<file path="src/rtl/nn_bit_tx.sv">
// rtl/nn_bit_tx.sv - parallel-to-serial word transmitter with one-word prefetch
//
// Serializes agg_width-bit words onto nn_in, with nn_1 qualifying each data bit.
// A holding register lets the next word be accepted while the current one shifts.
// Optional idle gap of GAP_CYCLES after each word.
//
// Ports:
//   clk        - clock, rising edge
//   rst        - asynchronous active-high reset
//   in_valid   - parallel word offered
//   in_data    - parallel word, sampled on accept
//   in_ready   - word can be accepted this cycle
//   nn_in      - serial data bit (registered)
//   nn_1       - high while nn_in carries a data bit (registered)
//   word_done  - pulse on the last bit of each word (registered)
//   busy       - shifting, in gap, or holding register full
//   words_sent - completed word count, wraps at 2^16

module nn_bit_tx #(
    parameter int agg_width  = 12,
    parameter int GAP_CYCLES = 0,
    parameter int MSB_FIRST  = 1
) (
    input  logic                 clk,
    input  logic                 rst,
    input  logic                 in_valid,
    input  logic [agg_width-1:0] in_data,
    output logic                 in_ready,
    output logic                 nn_in,
    output logic                 nn_1,
    output logic                 word_done,
    output logic                 busy,
    output logic [15:0]          words_sent
);

    typedef enum logic [1:0] {IDLE, SHIFT, GAP} state_t;

    localparam int CW = (agg_width > 1) ? $clog2(agg_width) : 1;
    localparam logic [CW-1:0] LAST_BIT = CW'(agg_width - 1);
    localparam logic [3:0]    GAP_LAST = 4'((GAP_CYCLES > 0) ? GAP_CYCLES - 1 : 0);

    state_t                 state_q, state_d;
    logic [agg_width-1:0]   shift_q, shift_d;
    logic [agg_width-1:0]   hold_q, hold_d;
    logic                   hold_full_q, hold_full_d;
    logic [CW-1:0]          cnt_q, cnt_d;
    logic [3:0]             gap_q, gap_d;
    logic                   nn_in_q, nn_in_d;
    logic                   nn_1_q, nn_1_d;
    logic                   word_done_q, word_done_d;
    logic [15:0]            words_sent_q;
    logic                   accept;

    function automatic logic [agg_width-1:0] advance(input logic [agg_width-1:0] v);
        return (MSB_FIRST != 0) ? (v << 1) : (v >> 1);
    endfunction

    function automatic logic out_bit(input logic [agg_width-1:0] v);
        return (MSB_FIRST != 0) ? v[agg_width-1] : v[0];
    endfunction

    assign in_ready   = !rst && !hold_full_q;
    assign accept     = in_valid && in_ready;
    assign busy       = (state_q != IDLE) || hold_full_q;
    assign nn_in      = nn_in_q;
    assign nn_1       = nn_1_q;
    assign word_done  = word_done_q;
    assign words_sent = words_sent_q;

    always_comb begin
        state_d     = state_q;
        shift_d     = shift_q;
        hold_d      = hold_q;
        hold_full_d = hold_full_q;
        cnt_d       = cnt_q;
        gap_d       = gap_q;

        case (state_q)
            IDLE: begin
                // Empty pipeline: a new word bypasses the holding register.
                if (accept) begin
                    shift_d = in_data;
                    cnt_d   = '0;
                    state_d = SHIFT;
                end
            end
            SHIFT: begin
                if (cnt_q != LAST_BIT) begin
                    shift_d = advance(shift_q);
                    cnt_d   = cnt_q + 1'b1;
                    if (accept) begin
                        hold_d      = in_data;
                        hold_full_d = 1'b1;
                    end
                end else if (GAP_CYCLES > 0) begin
                    state_d = GAP;
                    gap_d   = '0;
                    if (accept) begin
                        hold_d      = in_data;
                        hold_full_d = 1'b1;
                    end
                end else if (hold_full_q) begin
                    shift_d     = hold_q;
                    hold_full_d = 1'b0;
                    cnt_d       = '0;
                end else if (accept) begin
                    // Word arriving on the last bit follows with no bubble.
                    shift_d = in_data;
                    cnt_d   = '0;
                end else begin
                    state_d = IDLE;
                end
            end
            GAP: begin
                if (gap_q != GAP_LAST) begin
                    gap_d = gap_q + 1'b1;
                    if (accept) begin
                        hold_d      = in_data;
                        hold_full_d = 1'b1;
                    end
                end else if (hold_full_q) begin
                    shift_d     = hold_q;
                    hold_full_d = 1'b0;
                    cnt_d       = '0;
                    state_d     = SHIFT;
                end else if (accept) begin
                    shift_d = in_data;
                    cnt_d   = '0;
                    state_d = SHIFT;
                end else begin
                    state_d = IDLE;
                end
            end
            default: state_d = IDLE;
        endcase

        // Outputs are registered copies of what the next state will present.
        nn_1_d      = (state_d == SHIFT);
        nn_in_d     = nn_1_d && out_bit(shift_d);
        word_done_d = nn_1_d && (cnt_d == LAST_BIT);
    end

    always_ff @(posedge clk or posedge rst) begin
        if (rst) begin
            state_q      <= IDLE;
            shift_q      <= '0;
            hold_q       <= '0;
            hold_full_q  <= 1'b0;
            cnt_q        <= '0;
            gap_q        <= '0;
            nn_in_q      <= 1'b0;
            nn_1_q       <= 1'b0;
            word_done_q  <= 1'b0;
            words_sent_q <= '0;
        end else begin
            state_q      <= state_d;
            shift_q      <= shift_d;
            hold_q       <= hold_d;
            hold_full_q  <= hold_full_d;
            cnt_q        <= cnt_d;
            gap_q        <= gap_d;
            nn_in_q      <= nn_in_d;
            nn_1_q       <= nn_1_d;
            word_done_q  <= word_done_d;
            words_sent_q <= words_sent_q + 16'(word_done_q);
        end
    end

endmodule

</file>
<file path="config.mk">
export PLATFORM = sky130hd
export DESIGN_NAME = nn_bit_tx
export DESIGN_NICKNAME = d
export VERILOG_FILES = /design/src/rtl/nn_bit_tx.sv
export SDC_FILE = /design/constraint.sdc
export NUM_CORES = 1
export LEC_CHECK = 0
export CAP_MARGIN = 5
export CORE_ASPECT_RATIO = 1.75
export CORE_MARGIN = 2
export CORE_UTILIZATION = 35
export CTS_BUF_LIST = sky130_fd_sc_hd__clkbuf_4
export CTS_CLUSTER_DIAMETER = 100
export CTS_CLUSTER_SIZE = 25
export DETAILED_ROUTE_END_ITERATION = 6
export PLACE_DENSITY = 0.59
export SLEW_MARGIN = 20
export SYNTH_ARGS = -nofsm -noshare
export SYNTH_HDL_FRONTEND = slang
export SYNTH_SLANG_ARGS = --single-unit
</file>
<file path="constraint.sdc">
create_clock -name clk -period 3.82 [get_ports clk]
set_clock_uncertainty 0.1 [all_clocks]
set_input_delay 0.382 -clock clk [delete_from_list [all_inputs] [get_ports clk]]
set_output_delay 0.382 -clock clk [all_outputs]
set_load 0.05 [all_outputs]
</file>
=== Yosys cells after proc, flatten, opt, wreduce, memory -nomap -nowiden ===
Cells that the tools add are included.

* Flip-flop bits (word level): 54
* Word-level logic and storage cells: 63

* Add/sub/neg operators: 3
* Eq/ne operators: 8
* Muxes and demuxes: 26
* Reduce and logical (&&, ||, !) cells: 15

{| class="wikitable"
|+ Operators by type and width
! cell !! count
|-
| $mux 12 || 7
|-
| $pmux 12 s3 || 1
|-
| $pmux 12 s2 || 1
|-
| $add 16x1->16 || 1
|-
| $mux 4 || 4
|-
| $pmux 4 s3 || 1
|-
| $mux 2 || 5
|-
| $add 4x1->4 const B || 2
|-
| $ne 2x2->1 const B || 3
|-
| $pmux 2 s3 || 1
|-
| $mux 1 || 5
|-
| $eq 2x1->1 const B || 2
|-
| $eq 4x4->1 const B || 1
|-
| $logic_and 1x1->1 || 4
|-
| $ne 4x4->1 const B || 1
|-
| $reduce_and 2->1 || 2
|-
| $reduce_bool 2->1 || 2
|-
| $reduce_bool 4->1 || 1
|-
| $reduce_and 3->1 || 1
|-
| $reduce_bool 3->1 || 1
|-
| $eq 2x2->1 const B || 1
|-
| $logic_not 1->1 || 2
|-
| $logic_not 2->1 || 1
|-
| $pmux 1 s2 || 1
|-
| $logic_or 1x1->1 || 1
|}

=== Longest topological paths before layout ===
* Depth in word-level cells: 9
* Mapped depth: 9

=== Worst setup path after synthesis ===
No wires, ideal clock.

* Kind: flip-flop to flip-flop
* From: register state_q[1]
* To: register shift_q[1]
* Setup time: 0.131 ns
* Arrival: 1.885 ns
* Setup slack: 1.703 ns
* Cell stages (with the launch flop): 10
* Buffers on the path: 2
* Clock period less this slack: 2.117 ns
* Cells stage by stage: dfrtp_1 > inv_1 > ha_1 > buf_2 > and4b_1 > a21o_1 > a21o_1 > buf_2 > a222oi_1 > o21ai_1

* Cells in the longest elaborated chain, start to end: 3
* Elaborated cells between the ends (all ways): 7
* Classes of those cells: eq/ne: 3; mux: 1; reduce/logical: 3

{| class="wikitable"
|+ RTL lines
! what !! RTL line !! source
|-
| start: declaration || 42 || <nowiki>state_t state_q, state_d;</nowiki>
|-
| start signal: assignment || 156 || <nowiki>state_q <= state_d;</nowiki>
|-
| $eq 2x2->1 (tied with other cells) || 78 || <nowiki>case (state_q)</nowiki>
|-
| $ne 2x2->1 (no line) / $reduce_bool 3->1 (equally long branches) || - ||
|-
| $reduce_and 2->1 (no line) || - ||
|-
| end signal: assignment || 157 || <nowiki>shift_q <= shift_d;</nowiki>
|-
| end: declaration || 43 || <nowiki>logic [agg_width-1:0] shift_q, shift_d;</nowiki>
|}

Parallel ways exist; a longest one is shown, timed or not.
A chain may end at the register's enable or synchronous reset.

=== Worst setup path after layout ===
* From: register state_q[0]
* To: output port busy

* Cells in the longest elaborated chain, start to end: 2

{| class="wikitable"
|+ RTL lines
! what !! RTL line !! source
|-
| $reduce_bool 2->1 || 64 || <nowiki>assign busy = (state_q != IDLE) || hold_full_q;</nowiki>
|-
| $logic_or 1x1->1 || 64 ||
|-
| end: declaration || 32 || <nowiki>output logic busy,</nowiki>
|}

No other way between the ends.

==> results.sh <==
export IMPL_status="complete, no violations"
export IMPL_grt_pass1_vias=2114
export IMPL_ioPinCount=36
export IMPL_cts_tree="done"
export IMPL_worst_setup_path_start_kind="flip-flop"
export IMPL_cts_setup_buffers=0
export IMPL_yosysTopAreaCell="dfrtp_1"
export IMPL_synth_edf_count=0
export IMPL_fin_setup_tns_ns=0
export IMPL_cts_buffers=5
export IMPL_core_region_area_um2=7860
export IMPL_synth_simple_area_share_pct=14.0
export IMPL_diodes=0
export IMPL_grt_use_total_pct=14.4
export IMPL_fin_crit_ns=2.66
export IMPL_synth_compound_area_share_pct=14.4
export IMPL_portBuffers=35
export IMPL_rsz0062_at_grt="false"
export IMPL_worstPathRequired_ns=3.34
export IMPL_met2_usage_pct=25.5
export IMPL_regToRegSetupSlack_ns=1.40
export IMPL_hold_viol=0
export IMPL_p_leak_nw=1.39
export IMPL_cts_root_buf="clkbuf_4"
export IMPL_intPower_w=0.00106
export IMPL_drv_slew=0
export IMPL_crit_slowest_cell="clkdlybuf4s50_1"
export IMPL_period_share_pct=69.7
export IMPL_num_vias=2093
export IMPL_seqPwrFrac_pct=49.8
export IMPL_ys_flop_type="dfrtp_1"
export IMPL_path_delay_family="buffers and inverters"
export IMPL_worst_pin_slew_ns=0.796
export IMPL_numClockSinks=54
export IMPL_worstSkewPairLatency_ns=0.38
export IMPL_yosys_area_top_type_share_pct=48.3
export IMPL_yosysWarnings=0
export IMPL_drc_errors=0
export IMPL_endpoint_kind="output pin"
export IMPL_async_flop_share_pct=100
export IMPL_synth_cell_types=45
export IMPL_synth_area_mux_share_pct=9.25
export IMPL_wl_per_cell_um=15.5
export IMPL_ir_worst_vdd_mv=0.355
export IMPL_worst_hold_slack_ns=0.378
export IMPL_p_clk_share_pct=14.8
export IMPL_final_cell_area_um2=3260
export IMPL_fmax_ghz=0.376
export IMPL_die_w_um=71.6
export IMPL_power_density_nw_per_um2=520
export IMPL_area_growth_synth_to_final_pct=16.3
export IMPL_max_clock_path_buffers=2
export IMPL_grt_max_degree=22
export IMPL_netlist_area_um2=2800
export IMPL_path_class="reg2out"
export IMPL_power_w=0.00169
export IMPL_postRouteAntennaNets=0
export IMPL_path_max_fanout=7
export IMPL_worst_endpoint_arrival_ns=2.18
export IMPL_syn_inst=257
export IMPL_first_pass_iters=5
export IMPL_start_util_pct=35.6
export IMPL_switching_share_pct=37.1
export IMPL_r2r_end="word_done$_DFF_PP0_"
export IMPL_hold_class="in2async"
export IMPL_fillers=799
export IMPL_comb_power_share_pct=35.4
export IMPL_drive_gt1_share_pct=15.2
export IMPL_htreeDepth=2
export IMPL_globalplace_congestion=0.765
export IMPL_reg2reg_depth=5
export IMPL_vias_per_cell=5.51
export IMPL_die_y_um=122
export IMPL_wirelength_mm=5.88
export IMPL_met3_usage_pct=2.30
export IMPL_hold_buffers=0
export IMPL_synthAdderAreaFrac_pct=4.47
export IMPL_path_clk_slew_ns=0.16
export IMPL_post_route_util_pct=41.5
export IMPL_yosys_register_bits=54
export IMPL_cp_num_buf_inv=2
export IMPL_synthXorXnorAreaFrac_pct=5.00
export IMPL_fin_nets=314
export IMPL_busiest_layer="met2"
export IMPL_r2r_start="cnt_q[0]$_DFF_PP0_"
export IMPL_die_area_um2=8760
export IMPL_synth_top_family_by_area="compound AO/OA/AOI/OAI gates"
export IMPL_synth_nets=282
export IMPL_p_switching_w=0.000628
export IMPL_drtIter0Drc=121
export IMPL_setup_viol=0
export IMPL_synth_seq_area_share_pct=48.3
export IMPL_rows=43
export IMPL_post_cts_resized=0
export IMPL_dp_hpwl_mm=4.29
export IMPL_path_cells="inv_1, ha_1, nand2_1, clkdlybuf4s50_1"
export IMPL_dpl_cell_area_um2=3200
export IMPL_yosys_top_cells_area="dfrtp_1 (48%), mux2_2 (9.2%), xnor2_1 (4.7%), ha_1 (4.5%), nand2_1 (4.0%)"
export IMPL_cp_slowest_stage_delay_ns=0.80
export IMPL_drv_cap=0
export IMPL_grt_pass1_wl_mm=10.1
export IMPL_grt_overflow_total=0
export IMPL_avgSynthCellArea_um2=10.9
export IMPL_maxSlewHeadroom_pct=46.9
export IMPL_grt_antenna_before_repair=0
export IMPL_grt_met1_usage_pct=17.0
metal layers:
layer / routed length, µm / vias to the layer above
met5: 0 / -
met4: 183 / 0
met3: 207 / 16
met2: 3000 / 60
met1: 2490 / 1024
li1: - / 993
power groups by stage:
stage | sequential [W] | combinational (W) | clock [W]
6_report | 0.000843 | 0.000600 | 0.000250
5_1_grt | 0.000866 | 0.000658 | 0.000279
4_1_cts | 0.000842 | 0.000604 | 0.000266
3_5_place_dp | 0.000854 | 0.000603 | 0
3_3_place_gp | 0.000849 | 0.000593 | 0
2_1_floorplan | 0.000850 | 0.000453 | 0
worst max path at each step:
stage | end | from | slack (ns) | cells after the start
6_report | busy | state_q[0]$_DFF_PP0_ | 1.16 | 4
5_1_grt | busy | state_q[1]$_DFF_PP0_ | 1.04 | 4
4_1_cts | busy | state_q[0]$_DFF_PP0_ | 1.15 | 4
3_5_place_dp | hold_q[1]$_DFFE_PP0P_ | rst | 1.0 | 6
3_3_place_gp | hold_q[6]$_DFFE_PP0P_ | rst | 1.03 | 6
2_1_floorplan | shift_q[1]$_DFFE_PP0P_ | state_q[1]$_DFF_PP0_ | 1.70 | 9
cells in the mapped netlist (2+ instances only):
cell and number:
and3_1 2, o21ai_1 8, nand2b_1 2, dfrtp_1 54
a22oi_1 2, a222oi_1 10, mux2_2 23, clkbuf_1 5
nor2_1 8, buf_6 2, a21oi_2 2, inv_1 12
nor3b_4 2, nand2_1 30, o211ai_1 2, buf_2 4
nand3_1 10, and2_1 3, ha_1 10, xnor2_1 15
a31oi_1 3, o21ai_0 12, a21oi_1 8, nand4_1 5
a21o_1 2, and4_1 2
logic make-up after synthesis:
kind of cell	count (synthesis)
AOI/OAI and AO/OA	57
xor gates and xnor gates	16
adders and majority gates	10
buffers and inverters	25
DFF	54
muxes	23
and+or+nand+nor	72
final cells by class:
cell class | count | area [µm²] | share of cell area (%)
inverter | 12 | 45.0 | 1.38
timing repair buffer | 38 | 373 | 11.4
clock buffer | 5 | 37.5 | 1.15
sequential | 54 | 1350 | 41.5
clock inverter | 3 | 16.3 | 0.499
multi-input combinational | 178 | 1320 | 40.6
tap | 90 | 113 | 3.46
layout by cell type (no fill, tap or decap), types with 10 or more instances in the layout:
cell type / count
nand3_1: 10
ha_1: 10
a222oi_1: 10
o21ai_0: 12
nand2_1: 30
inv_1: 11
dfrtp_1: 54
mux2_2: 23
clkdlybuf4s50_1: 35
xnor2_1: 15
through the flow:
stage / instances / setup WS, ns
after floorplan: 257 / 1.70
after global placement: 372 / 1.03
after detailed placement: 372 / 0.997
after CTS: 380 / 1.15
after global routing: 380 / 1.04
final: 380 / 1.16
sequential cells by signal, indices dropped and copies added (netlist names):
signal / cells
shift_q: 12
nn_1: 1
nn_in: 1
state_q: 2
word_done: 1
hold_q: 12
cnt_q: 4
words_sent: 16
gap_q: 4
hold_full_q: 1
No activity file was read; power rests on OpenSTA's default activity.
